===== config.mk =====
export PLATFORM = sky130hd
export DESIGN_NAME = mem_stage_flat
export DESIGN_NICKNAME = d
export VERILOG_FILES = /design/src/rtl/mem_pkg.sv /design/src/rtl/mem_stage_if.sv /design/src/rtl/load_extend.sv /design/src/rtl/mem_stage.sv /design/src/flat_wrapper.sv
export SDC_FILE = /design/constraint.sdc
export NUM_CORES = 1
export LEC_CHECK = 0
export ABC_CLOCK_PERIOD_IN_PS = 7700
export CAP_MARGIN = 20
export CORE_AREA = 2 2 309 311
export CTS_CLUSTER_SIZE = 30
export DETAILED_ROUTE_END_ITERATION = 10
export DIE_AREA = 0 0 311 313
export REMOVE_ABC_BUFFERS = 1
export SYNTH_ARGS = -nofsm -noshare
export SYNTH_HDL_FRONTEND = slang
export SYNTH_SLANG_ARGS = --single-unit
export TNS_END_PERCENT = 5

===== constraint.sdc =====
create_clock -name clk -period 7.7 [get_ports clk]
set_input_delay 1.925 -clock clk [delete_from_list [all_inputs] [get_ports clk]]
set_output_delay 1.925 -clock clk [all_outputs]
set_load 0.005 [all_outputs]

===== src/rtl/mem_pkg.sv =====
`default_nettype none
// ============================================================================
// Module   : mem_pkg
// Purpose  : Shared types and helpers for the memory-access stage: FSM state
//            encoding, load size encoding, load opcode name constants, and
//            opcode-name decode / misalignment helpers.
// Ports    : none (package)
// Revision : 1.0 - initial release
// ============================================================================
package mem_pkg;

  localparam int NAME_W = 96;

  typedef enum logic [1:0] {
    ST_IDLE = 2'd0,
    ST_REQ  = 2'd1,
    ST_WAIT = 2'd2
  } mem_state_e;

  typedef enum logic [1:0] {
    SZ_BYTE   = 2'd0,
    SZ_HALF   = 2'd1,
    SZ_WORD   = 2'd2,
    SZ_DOUBLE = 2'd3
  } load_size_e;

  typedef struct packed {
    logic       is_load;
    load_size_e size;
    logic       is_signed;
  } load_dec_t;

  // Opcode names are right-justified ASCII, zero-padded on the left.
  localparam logic [NAME_W-1:0] OP_LB  = {80'd0, "lb"};
  localparam logic [NAME_W-1:0] OP_LBU = {72'd0, "lbu"};
  localparam logic [NAME_W-1:0] OP_LH  = {80'd0, "lh"};
  localparam logic [NAME_W-1:0] OP_LHU = {72'd0, "lhu"};
  localparam logic [NAME_W-1:0] OP_LW  = {80'd0, "lw"};
  localparam logic [NAME_W-1:0] OP_LWU = {72'd0, "lwu"};
  localparam logic [NAME_W-1:0] OP_LD  = {80'd0, "ld"};

  function automatic load_dec_t decode_load(input logic [NAME_W-1:0] name);
    load_dec_t d;
    d = '{is_load: 1'b0, size: SZ_DOUBLE, is_signed: 1'b0};
    case (name)
      OP_LB:   d = '{is_load: 1'b1, size: SZ_BYTE,   is_signed: 1'b1};
      OP_LBU:  d = '{is_load: 1'b1, size: SZ_BYTE,   is_signed: 1'b0};
      OP_LH:   d = '{is_load: 1'b1, size: SZ_HALF,   is_signed: 1'b1};
      OP_LHU:  d = '{is_load: 1'b1, size: SZ_HALF,   is_signed: 1'b0};
      OP_LW:   d = '{is_load: 1'b1, size: SZ_WORD,   is_signed: 1'b1};
      OP_LWU:  d = '{is_load: 1'b1, size: SZ_WORD,   is_signed: 1'b0};
      OP_LD:   d = '{is_load: 1'b1, size: SZ_DOUBLE, is_signed: 1'b0};
      default: d = '{is_load: 1'b0, size: SZ_DOUBLE, is_signed: 1'b0};
    endcase
    return d;
  endfunction

  function automatic logic is_misaligned(input load_size_e size, input logic [2:0] offset);
    logic mis;
    case (size)
      SZ_HALF:   mis = offset[0];
      SZ_WORD:   mis = |offset[1:0];
      SZ_DOUBLE: mis = |offset;
      default:   mis = 1'b0;
    endcase
    return mis;
  endfunction

endpackage
`default_nettype wire


===== src/rtl/mem_stage_if.sv =====
`default_nettype none
// ============================================================================
// Module   : mem_stage_if
// Purpose  : Data-cache read channel between the memory stage and the cache.
// Ports    : out_dc_req / out_dc_addr  stage -> cache read request
//            in_dc_ack                 cache accepted the request
//            in_dc_resp_valid/_data    read response doubleword
//            modport master = stage side, modport slave = cache side
// Revision : 1.0 - initial release
// ============================================================================
interface mem_stage_if #(
  parameter int ADDRESS_WIDTH = 64
);
  logic                     out_dc_req;
  logic [ADDRESS_WIDTH-1:0] out_dc_addr;
  logic                     in_dc_ack;
  logic                     in_dc_resp_valid;
  logic [63:0]              in_dc_resp_data;

  modport master (
    output out_dc_req, out_dc_addr,
    input  in_dc_ack, in_dc_resp_valid, in_dc_resp_data
  );

  modport slave (
    input  out_dc_req, out_dc_addr,
    output in_dc_ack, in_dc_resp_valid, in_dc_resp_data
  );
endinterface
`default_nettype wire


===== src/rtl/load_extend.sv =====
`default_nettype none
// ============================================================================
// Module   : load_extend
// Purpose  : Combinational load data alignment and sign/zero extension.
//            The doubleword is shifted right by the byte offset (zeros fill
//            from the top) and the low byte/half/word is extended.
// Ports    : resp_data  in  raw doubleword from the cache
//            offset     in  byte offset within the doubleword
//            size       in  load size
//            is_signed  in  sign-extend when set
//            ext_data   out aligned, extended result
// Revision : 1.0 - initial release
// ============================================================================
module load_extend
  import mem_pkg::*;
(
  input  logic [63:0] resp_data,
  input  logic [2:0]  offset,
  input  load_size_e  size,
  input  logic        is_signed,
  output logic [63:0] ext_data
);

  logic [63:0] shifted;

  assign shifted = resp_data >> {offset, 3'b000};

  always_comb begin
    ext_data = shifted;
    case (size)
      SZ_BYTE: ext_data = {{56{is_signed & shifted[7]}},  shifted[7:0]};
      SZ_HALF: ext_data = {{48{is_signed & shifted[15]}}, shifted[15:0]};
      SZ_WORD: ext_data = {{32{is_signed & shifted[31]}}, shifted[31:0]};
      default: ext_data = shifted;
    endcase
  end

endmodule
`default_nettype wire


===== src/rtl/mem_stage.sv =====
`default_nettype none
// ============================================================================
// Module   : mem_stage
// Purpose  : Memory-access pipeline stage. Registers execute results through
//            to writeback in one cycle; loads issue a doubleword cache read,
//            wait for the response and deliver extended data in out_mdata.
//            Optional macro MEM_MISALIGN_CHECK_EN: misaligned loads skip the
//            cache and complete in one cycle with out_misaligned=1.
// Ports    : clk, reset (sync, active-high)
//            in_*        instruction from execute
//            out_busy    stage busy with a load, execute must hold
//            dc          data-cache read channel (mem_stage_if.master)
//            out_*       registered instruction to writeback
// Revision : 1.0 - initial release
// ============================================================================
module mem_stage
  import mem_pkg::*;
#(
  parameter int ADDRESS_WIDTH          = 64,
  parameter int REGISTER_WIDTH         = 64,
  parameter int REGISTERNO_WIDTH       = 5,
  parameter int INSTRUCTION_NAME_WIDTH = 96
) (
  input  logic                              clk,
  input  logic                              reset,
  input  logic                              in_enable,
  input  logic [INSTRUCTION_NAME_WIDTH-1:0] in_opcode_name,
  input  logic [REGISTER_WIDTH-1:0]         in_alu_result,
  input  logic [ADDRESS_WIDTH-1:0]          in_phy_addr,
  input  logic [REGISTER_WIDTH-1:0]         in_rs2_value,
  input  logic [REGISTERNO_WIDTH-1:0]       in_rd_regno,
  input  logic                              in_update_rd_bool,
  input  logic                              in_branch_taken_bool,
  output logic                              out_busy,
  mem_stage_if.master                       dc,
  output logic                              out_enable,
  output logic [INSTRUCTION_NAME_WIDTH-1:0] out_opcode_name,
  output logic [REGISTER_WIDTH-1:0]         out_alu_result,
  output logic [ADDRESS_WIDTH-1:0]          out_phy_addr,
  output logic [REGISTER_WIDTH-1:0]         out_rs2_value,
  output logic [REGISTERNO_WIDTH-1:0]       out_rd_regno,
  output logic                              out_update_rd_bool,
  output logic                              out_branch_taken_bool,
  output logic [REGISTER_WIDTH-1:0]         out_mdata,
  output logic                              out_mm_load_bool,
  output logic                              out_misaligned
);

  mem_state_e                        state_q, state_d;
  load_size_e                        ld_size_q, ld_size_d;
  logic                              ld_signed_q, ld_signed_d;
  logic                              enable_q, enable_d;
  logic [INSTRUCTION_NAME_WIDTH-1:0] opcode_q, opcode_d;
  logic [REGISTER_WIDTH-1:0]         alu_q, alu_d;
  logic [ADDRESS_WIDTH-1:0]          addr_q, addr_d;
  logic [REGISTER_WIDTH-1:0]         rs2_q, rs2_d;
  logic [REGISTERNO_WIDTH-1:0]       rd_q, rd_d;
  logic                              upd_q, upd_d;
  logic                              br_q, br_d;
  logic [REGISTER_WIDTH-1:0]         mdata_q, mdata_d;
  logic                              mm_load_q, mm_load_d;
  logic                              mis_q, mis_d;

  load_dec_t   dec;
  logic [63:0] ext_data;

  assign dec = decode_load(in_opcode_name);

  // Extension always works on the captured address/size so the response can
  // be consumed in either REQ or WAIT.
  load_extend u_load_extend (
    .resp_data (dc.in_dc_resp_data),
    .offset    (addr_q[2:0]),
    .size      (ld_size_q),
    .is_signed (ld_signed_q),
    .ext_data  (ext_data)
  );

  always_ff @(posedge clk) begin
    if (reset) begin
      state_q     <= ST_IDLE;
      ld_size_q   <= SZ_BYTE;
      ld_signed_q <= 1'b0;
      enable_q    <= 1'b0;
      opcode_q    <= '0;
      alu_q       <= '0;
      addr_q      <= '0;
      rs2_q       <= '0;
      rd_q        <= '0;
      upd_q       <= 1'b0;
      br_q        <= 1'b0;
      mdata_q     <= '0;
      mm_load_q   <= 1'b0;
      mis_q       <= 1'b0;
    end else begin
      state_q     <= state_d;
      ld_size_q   <= ld_size_d;
      ld_signed_q <= ld_signed_d;
      enable_q    <= enable_d;
      opcode_q    <= opcode_d;
      alu_q       <= alu_d;
      addr_q      <= addr_d;
      rs2_q       <= rs2_d;
      rd_q        <= rd_d;
      upd_q       <= upd_d;
      br_q        <= br_d;
      mdata_q     <= mdata_d;
      mm_load_q   <= mm_load_d;
      mis_q       <= mis_d;
    end
  end

  always_comb begin
    state_d     = state_q;
    ld_size_d   = ld_size_q;
    ld_signed_d = ld_signed_q;
    enable_d    = 1'b0;
    opcode_d    = opcode_q;
    alu_d       = alu_q;
    addr_d      = addr_q;
    rs2_d       = rs2_q;
    rd_d        = rd_q;
    upd_d       = upd_q;
    br_d        = br_q;
    mdata_d     = mdata_q;
    mm_load_d   = mm_load_q;
    mis_d       = mis_q;

    case (state_q)
      ST_IDLE: begin
        if (in_enable) begin
          opcode_d = in_opcode_name;
          alu_d    = in_alu_result;
          addr_d   = in_phy_addr;
          rs2_d    = in_rs2_value;
          rd_d     = in_rd_regno;
          upd_d    = in_update_rd_bool;
          br_d     = in_branch_taken_bool;
          mis_d    = 1'b0;
          if (dec.is_load) begin
            ld_size_d   = dec.size;
            ld_signed_d = dec.is_signed;
`ifdef MEM_MISALIGN_CHECK_EN
            if (is_misaligned(dec.size, in_phy_addr[2:0])) begin
              // Faulting load: no cache access, rd write suppressed.
              enable_d  = 1'b1;
              mis_d     = 1'b1;
              upd_d     = 1'b0;
              mdata_d   = '0;
              mm_load_d = 1'b1;
            end else
`endif
            begin
              state_d = ST_REQ;
            end
          end else begin
            enable_d  = 1'b1;
            mdata_d   = '0;
            mm_load_d = 1'b0;
          end
        end
      end
      ST_REQ: begin
        if (dc.in_dc_ack) begin
          if (dc.in_dc_resp_valid) begin
            enable_d  = 1'b1;
            mdata_d   = ext_data;
            mm_load_d = 1'b1;
            state_d   = ST_IDLE;
          end else begin
            state_d = ST_WAIT;
          end
        end
      end
      ST_WAIT: begin
        if (dc.in_dc_resp_valid) begin
          enable_d  = 1'b1;
          mdata_d   = ext_data;
          mm_load_d = 1'b1;
          state_d   = ST_IDLE;
        end
      end
      default: state_d = ST_IDLE;
    endcase
  end

  assign out_busy              = (state_q != ST_IDLE);
  assign dc.out_dc_req         = (state_q == ST_REQ);
  assign dc.out_dc_addr        = {addr_q[ADDRESS_WIDTH-1:3], 3'b000};
  assign out_enable            = enable_q;
  assign out_opcode_name       = opcode_q;
  assign out_alu_result        = alu_q;
  assign out_phy_addr          = addr_q;
  assign out_rs2_value         = rs2_q;
  assign out_rd_regno          = rd_q;
  assign out_update_rd_bool    = upd_q;
  assign out_branch_taken_bool = br_q;
  assign out_mdata             = mdata_q;
  assign out_mm_load_bool      = mm_load_q;
  assign out_misaligned        = mis_q;

endmodule
`default_nettype wire


===== src/flat_wrapper.sv =====
// flat-port wrapper written by rule: the top's interface ports become plain ports
module mem_stage_flat import mem_pkg::*;
#(
  parameter int ADDRESS_WIDTH          = 64,
  parameter int REGISTER_WIDTH         = 64,
  parameter int REGISTERNO_WIDTH       = 5,
  parameter int INSTRUCTION_NAME_WIDTH = 96
)
  (clk, reset, in_enable, in_opcode_name, in_alu_result, in_phy_addr, in_rs2_value, in_rd_regno, in_update_rd_bool, in_branch_taken_bool, out_busy, out_enable, out_opcode_name, out_alu_result, out_phy_addr, out_rs2_value, out_rd_regno, out_update_rd_bool, out_branch_taken_bool, out_mdata, out_mm_load_bool, out_misaligned, dc_out_dc_req, dc_out_dc_addr, dc_in_dc_ack, dc_in_dc_resp_valid, dc_in_dc_resp_data);
  mem_stage_if #(.ADDRESS_WIDTH(ADDRESS_WIDTH)) dc_i ();
  input  logic clk;
  input  logic reset;
  input  logic in_enable;
  input  logic [INSTRUCTION_NAME_WIDTH-1:0] in_opcode_name;
  input  logic [REGISTER_WIDTH-1:0] in_alu_result;
  input  logic [ADDRESS_WIDTH-1:0] in_phy_addr;
  input  logic [REGISTER_WIDTH-1:0] in_rs2_value;
  input  logic [REGISTERNO_WIDTH-1:0] in_rd_regno;
  input  logic in_update_rd_bool;
  input  logic in_branch_taken_bool;
  output logic out_busy;
  output logic out_enable;
  output logic [INSTRUCTION_NAME_WIDTH-1:0] out_opcode_name;
  output logic [REGISTER_WIDTH-1:0] out_alu_result;
  output logic [ADDRESS_WIDTH-1:0] out_phy_addr;
  output logic [REGISTER_WIDTH-1:0] out_rs2_value;
  output logic [REGISTERNO_WIDTH-1:0] out_rd_regno;
  output logic out_update_rd_bool;
  output logic out_branch_taken_bool;
  output logic [REGISTER_WIDTH-1:0] out_mdata;
  output logic out_mm_load_bool;
  output logic out_misaligned;
  output wire logic [$bits(dc_i.out_dc_req)-1:0] dc_out_dc_req;
  output wire logic [$bits(dc_i.out_dc_addr)-1:0] dc_out_dc_addr;
  input wire logic [$bits(dc_i.in_dc_ack)-1:0] dc_in_dc_ack;
  input wire logic [$bits(dc_i.in_dc_resp_valid)-1:0] dc_in_dc_resp_valid;
  input wire logic [$bits(dc_i.in_dc_resp_data)-1:0] dc_in_dc_resp_data;
  assign dc_out_dc_req = dc_i.out_dc_req;
  assign dc_out_dc_addr = dc_i.out_dc_addr;
  assign dc_i.in_dc_ack = dc_in_dc_ack;
  assign dc_i.in_dc_resp_valid = dc_in_dc_resp_valid;
  assign dc_i.in_dc_resp_data = dc_in_dc_resp_data;
  mem_stage #(.ADDRESS_WIDTH(ADDRESS_WIDTH), .REGISTER_WIDTH(REGISTER_WIDTH), .REGISTERNO_WIDTH(REGISTERNO_WIDTH), .INSTRUCTION_NAME_WIDTH(INSTRUCTION_NAME_WIDTH)) u_core (.clk(clk), .reset(reset), .in_enable(in_enable), .in_opcode_name(in_opcode_name), .in_alu_result(in_alu_result), .in_phy_addr(in_phy_addr), .in_rs2_value(in_rs2_value), .in_rd_regno(in_rd_regno), .in_update_rd_bool(in_update_rd_bool), .in_branch_taken_bool(in_branch_taken_bool), .out_busy(out_busy), .dc(dc_i), .out_enable(out_enable), .out_opcode_name(out_opcode_name), .out_alu_result(out_alu_result), .out_phy_addr(out_phy_addr), .out_rs2_value(out_rs2_value), .out_rd_regno(out_rd_regno), .out_update_rd_bool(out_update_rd_bool), .out_branch_taken_bool(out_branch_taken_bool), .out_mdata(out_mdata), .out_mm_load_bool(out_mm_load_bool), .out_misaligned(out_misaligned));
endmodule

=== Word-level counts from Yosys, hierarchy flattened ===
Index checks and enable logic that the tools add are counted.

* Register bits: 366
* Latch bits: 0
* Logic and storage cells: 64
* Bits in writable memories: 0
* Bits in read-only memories: 0
* Memories: 0
* Output and inout port bits: 428

* Multiplexer cells: 23
* $lt $le $gt $ge: 0
* Bitwise gates (word level): 3
* Reduce and logical (&&, ||, !) cells: 8
* Multipliers: 0
* Divide/modulo/power cells: 0
* Equality and inequality tests: 16
* $add $sub $neg: 0
* Shifts and indexed selects: 1

{| class="wikitable"
|+ Operators by type and width
! operator !! count
|-
| equality test 96 x 15 -> 1 bit (second input constant) || 4
|-
| one-hot mux 64 bit (3 select lines) || 2
|-
| equality test 96 x 23 -> 1 bit (second input constant) || 3
|-
| two-way mux 64 bit || 4
|-
| >> shifter 64 x 6 -> 64 bit || 1
|-
| one-hot mux 4 bit (7 select lines) || 1
|-
| two-way mux 2 bit || 5
|-
| two-way mux 1 bit || 8
|-
| AND reduction 4 bit || 2
|-
| inequality test 2 bit (second input constant) || 3
|-
| one-hot mux 1 bit (3 select lines) || 2
|-
| one-hot mux 2 bit (3 select lines) || 1
|-
| equality test 2 x 1 -> 1 bit (second input constant) || 2
|-
| equality test 2 bit (second input constant) || 2
|-
| zero test 2 bit || 2
|-
| inequality test 2 x 1 -> 1 bit (second input constant) || 2
|-
| bitwise AND 1 bit || 3
|-
| AND reduction 3 bit || 1
|-
| nonzero test 3 bit || 1
|-
| AND reduction 2 bit || 1
|-
| nonzero test 2 bit || 1
|}

=== Logic depth before layout (Yosys ltp) ===
* Depth after elaboration: 6
* Mapped depth: 9
* Mapped depth without buffers: 8

=== By module ===
A second synthesis with hierarchy kept.

* Cells, all modules: 1,865
* Area, all modules: 15,663.8 µm²

{| class="wikitable"
|+ Modules (own cells, without submodules)
! module !! seq. area each (µm²) !! instances !! area an instance (µm²) !! cells an instance
|-
| mem_stage || 7,327.0 || 1 || 13,391.6 || 1,604
|-
| load_extend || 0.0 || 1 || 2,272.2 || 261
|}

=== Worst setup path before layout ===
No wires, ideal clock.

* Kind: input to register
* Start: in in_opcode_name[8]
* End: reg u_core.mdata_q[12] (netlist: u_core.out_mdata[12])
* Library setup time: 0.117 ns
* Setup slack: 3.771 ns
* Data required time: 7.583 ns
* Arrival: 3.813 ns
* Path buffers: 2
* Stages: 8
* Cells stage by stage: or4b_4 nor4_4 a21boi_2 o2111ai_2 and4_4 buf_6 buf_6 a22o_1

* Longest elaborated chain between the ends: 4

{| class="wikitable"
|+ RTL lines
! what !! RTL line !! source
|-
| from (decl) || flat_wrapper.sv:14 || <nowiki>input logic [INSTRUCTION_NAME_WIDTH-1:0] in_opcode_name;</nowiki>
|-
| equality test 96 x 15 -> 1 bit or equality test 96 x 23 -> 1 bit (tied branches) || mem_pkg.sv:45 || <nowiki>case (name)</nowiki>
|-
| one-hot mux 4 bit (7 select lines) * || mem_pkg.sv:45 ||
|-
| inequality test 2 bit (no line) * || n/a ||
|-
| AND reduction 4 bit (no line) * || n/a ||
|-
| to (signal assigned) || mem_stage.sv:107 || <nowiki>mdata_q <= mdata_d;</nowiki>
|-
| to (decl) || mem_stage.sv:60 || <nowiki>logic [REGISTER_WIDTH-1:0] mdata_q, mdata_d;</nowiki>
|}

Every way passes the cells marked *; elsewhere a longest branch is shown, timed or not.
A chain may end at the register's enable or synchronous reset.

=== Worst setup path after layout ===
* Start: in in_opcode_name[45]
* End: reg u_core.mdata_q[34] (netlist: u_core.out_mdata[34])

Same word-level chain as after synthesis.

==> impl_metrics.ini <==
[die]
die_w_um = 311
initial_utilization = 0.170
rows = 113
io_pins = 792
die_h_um = 313
fp.coreArea_sq_um = 94200
die_area_sq_um = 97300

[grt]
first_global_vias = 16200
track_usage = 0.158
grt_pass1_wl_um = 115000
grt-ovfl-total = 0
grt_max_degree = 186
antenna_found_initial = 19

[synthesis]
yosysWarnings = 0
synth-seq-cells = 366
synth_top_area_cell = dfxtp_1
synth_most_common_cell = nand2_1
ys_top_cells_by_count = 687 x nand2_1, 366 x dfxtp_1, 315 x a21oi_1, 120 x clkbuf_1, 79 x mux2i_1
synth-edff-count = 0
ys_types = 60
syn_inst = 2038
ys_seq_area_frac = 0.458
syn_area_sq_um = 16000
postSynthAreaPerCell_sq_um = 7.85
synth-main-ff-cell = dfxtp_1
synth_top_area_frac = 0.458
async_reset_ff_frac = 0
synth_area_leaders = dfxtp_1 46%, nand2_1 16%, a21oi_1 9.9%, mux2i_1 4.9%, buf_4 3.2%

[critical_path]
path_cells = clkdlybuf4s50_1 > nor4_1 > nand4_1 > nor3_1 > buf_4 > o2111ai_2 > nand2_2 > buf_4 > mux2i_1
crit_type = in2reg
critPathArrivalTime_ns = 6.10
crit_path_start_kind = primary input
critPathMaxFanout = 26
r2r-start = u_core.out_phy_addr[0]$_SDFFE_PP0P_
slowest_stage = nor4_1
path_buf_inv = 3
r2r_end = u_core.out_mdata[34]$_SDFFE_PP0P_
slowest_delay_ns = 0.83
reg2reg_depth = 8
worstPathRequired_ns = 8.20
crit_top_cell = buf_4
endpoint_kind = flop
regToRegSetupSlack_ns = 3.86
path_delay_family = simple AND/OR/NAND/NOR gates

[clock_tree]
worstSkewPairLatency_ns = 0.59
cts_resized = 0
cts.sinks = 366
postCtsSetupBuffers = 0
clk_pin_slew_ns = 0.06
cts_tree = done
cts-htree-levels = 2
root_buffer = clkbuf_16
numCtsBuffers = 46
clockBufferDepth = 3
hold_buffers = 0

[sta]
slew_headroom = 0.289
period_share = 0.726
rsz0062_at_grt = false
worstMarginPinSlew_ns = 1.07
hold_viol = 0
fin_tns_setup_ns = 0
fin_skew_ns = 0.0180
min_period_ns = 5.59
finalSetupViolCount = 0
max_freq_mhz = 179
drv_slew = 0
hold_ws_ns = 0.450

[layout]
drive_above_1_share = 0.0534
multi_input_area_sq_um = 7540
areaGrowthSynthToFinish_pct = 63.2
final_area_sq_um = 26100
ff_latch_area_sq_um = 7330
nFillCells = 10200
nets = 3050
final_util = 0.277

[hold_path]
hold_depth = 2
timing.hold.worst.start = u_core.out_rs2_value[49]$_SDFFE_PP0P_
holdPathEnd = u_core.out_rs2_value[49]$_SDFFE_PP0P_
hold_path_class = reg2reg

[drt]
vias = 16800
drtIter0Drc = 1100
vias_per_cell = 4.21
antenna_left = 0
wire_per_inst_um = 20.5
first_pass_iters = 5
drc_errors = 0
totalWireLength_um = 81600

[pwr]
p_switching_mw = 1.34
ir_worst_vdd_v = 0.000155
power_frac_seq = 0.406
power_mw = 5.03
p_clk_frac = 0.428
powerDensity_nw_per_um2 = 192
p_leak_nw = 9.44
switching_share = 0.267
pwr-share-comb = 0.165
internal-power_mw = 3.68

[placement]
place_congestion = 0.888
place_hpwl_um = 62500
io_buffers = 787
place_area_sq_um = 24600

[run]
max_cap_viol_count = 0

[run_status]
outcome = complete, no violations
==> power groups by stage <==
stage	sequential [mW]	combinational, mW	clock, mW
2_1_floorplan	2.10	0.247	0
5_1_grt	2.05	0.896	2.29
6_report	2.04	0.831	2.15
3_5_place_dp	2.08	0.836	0
4_1_cts	2.04	0.841	2.22
3_3_place_gp	2.08	0.835	0
==> sequential cells by signal, summed over array words and instances (netlist names), 2 cells and up <==
| signal | flops |
|---|---|
| u_core.out_phy_addr | 64 |
| u_core.out_opcode_name | 96 |
| u_core.out_mdata | 64 |
| u_core.out_rd_regno | 5 |
| u_core.ld_size_q | 2 |
| u_core.out_alu_result | 64 |
| u_core.state_q | 2 |
| u_core.out_rs2_value | 64 |
==> layout make-up <==
type                       instances  share of cell area
inverter                          17             0.00244
tap                             1265              0.0606
sequential                       366               0.281
antenna                            3            0.000288
timing repair buffer             810               0.311
clock buffer                      66              0.0500
clock inverter                    16             0.00637
multi-input combinational       1441               0.289
==> worst min-delay path, cell delays in order, from the launching register on <==
cell and delay, ns:
dfxtp_1 0.30, nand2_1 0.05, a21oi_1 0.05
==> layer usage <==
layer  vias up  routed length (um)  global-route usage
met5         -                 177                   0
met4        26                1960              0.0430
li1       8116                   -                   -
met1      7905               33600               0.194
met3       120                6220              0.0451
met2       606               39600               0.272
==> kinds of logic (layout without fill, tap and decap cells) <==
group | Yosys count | after routing | share of synthesized area
AND/OR/NAND/NOR | 877 | 877 | 0.228
XOR/XNOR | 3 | 3 | 0.00164
buffers and inverters | 234 | 909 | 0.0732
multiplexers | 113 | 113 | 0.0797
adder cells (fa/ha/maj) | 4 | 4 | 0.00313
flip-flops | 366 | 366 | 0.458
other | 1 | 7 | 0.000234
AO/OA/AOI/OAI | 440 | 440 | 0.156
==> how the worst max path moves through the flow <==
| stage | from | endpoint | slack, ns | cells past startpoint |
|---|---|---|---|---|
| after floorplan | in_enable | u_core.ld_size_q[0]$_SDFFE_PP0P_ | 0.43 | 3 |
| final | in_opcode_name[45] | u_core.out_mdata[34]$_SDFFE_PP0P_ | 2.11 | 9 |
| after global placement | in_opcode_name[28] | u_core.out_mdata[45]$_SDFFE_PP0P_ | 1.22 | 9 |
| after CTS | in_opcode_name[45] | u_core.out_mdata[34]$_SDFFE_PP0P_ | 2.14 | 9 |
| after global routing | in_opcode_name[45] | u_core.out_mdata[34]$_SDFFE_PP0P_ | 2.02 | 9 |
| after detailed placement | in_opcode_name[45] | u_core.out_mdata[34]$_SDFFE_PP0P_ | 1.51 | 9 |
==> per-stage QoR <==
step,setup WS (ns),cells
finish,2.11,3984
CTS,2.14,3981
global route,2.02,3982
floorplan,0.433,1824
global placement,1.22,3896
detailed placement,1.51,3899
==> cells in the final DEF (no fill, tap or decap), types with 3 or more instances in the layout <==
cell type | synthesis | routed
dfxtp_1 | 366 | 363
and4b_1 | 3 | 3
nor2b_1 | 19 | 19
mux4_2 | 9 | 9
mux2_2 | 25 | 25
inv_6 | 0 | 4
clkbuf_1 | 120 | 12
nor4b_1 | 3 | 3
diode_2 | 0 | 3
inv_1 | 16 | 16
clkbuf_8 | 0 | 8
mux2i_1 | 79 | 79
buf_12 | 0 | 4
nand2_1 | 687 | 685
o31ai_1 | 9 | 9
nor2_1 | 50 | 49
ha_1 | 4 | 4
o22ai_1 | 7 | 7
a22o_1 | 25 | 25
clkdlybuf4s50_1 | 0 | 786
nand3_1 | 27 | 27
nor4_1 | 37 | 35
a21oi_1 | 315 | 315
a211oi_1 | 16 | 16
clkbuf_16 | 0 | 46
a2bb2oi_1 | 7 | 7
dfxtp_2 | 0 | 3
buf_4 | 68 | 16
clkinv_2 | 0 | 6
o211ai_1 | 5 | 5
nand2b_1 | 5 | 5
nor3_1 | 20 | 20
nand4_1 | 10 | 10
conb_1 | 1 | 4
o32ai_1 | 7 | 7
o21ai_0 | 33 | 33
(Power assumes the default switching activity.)
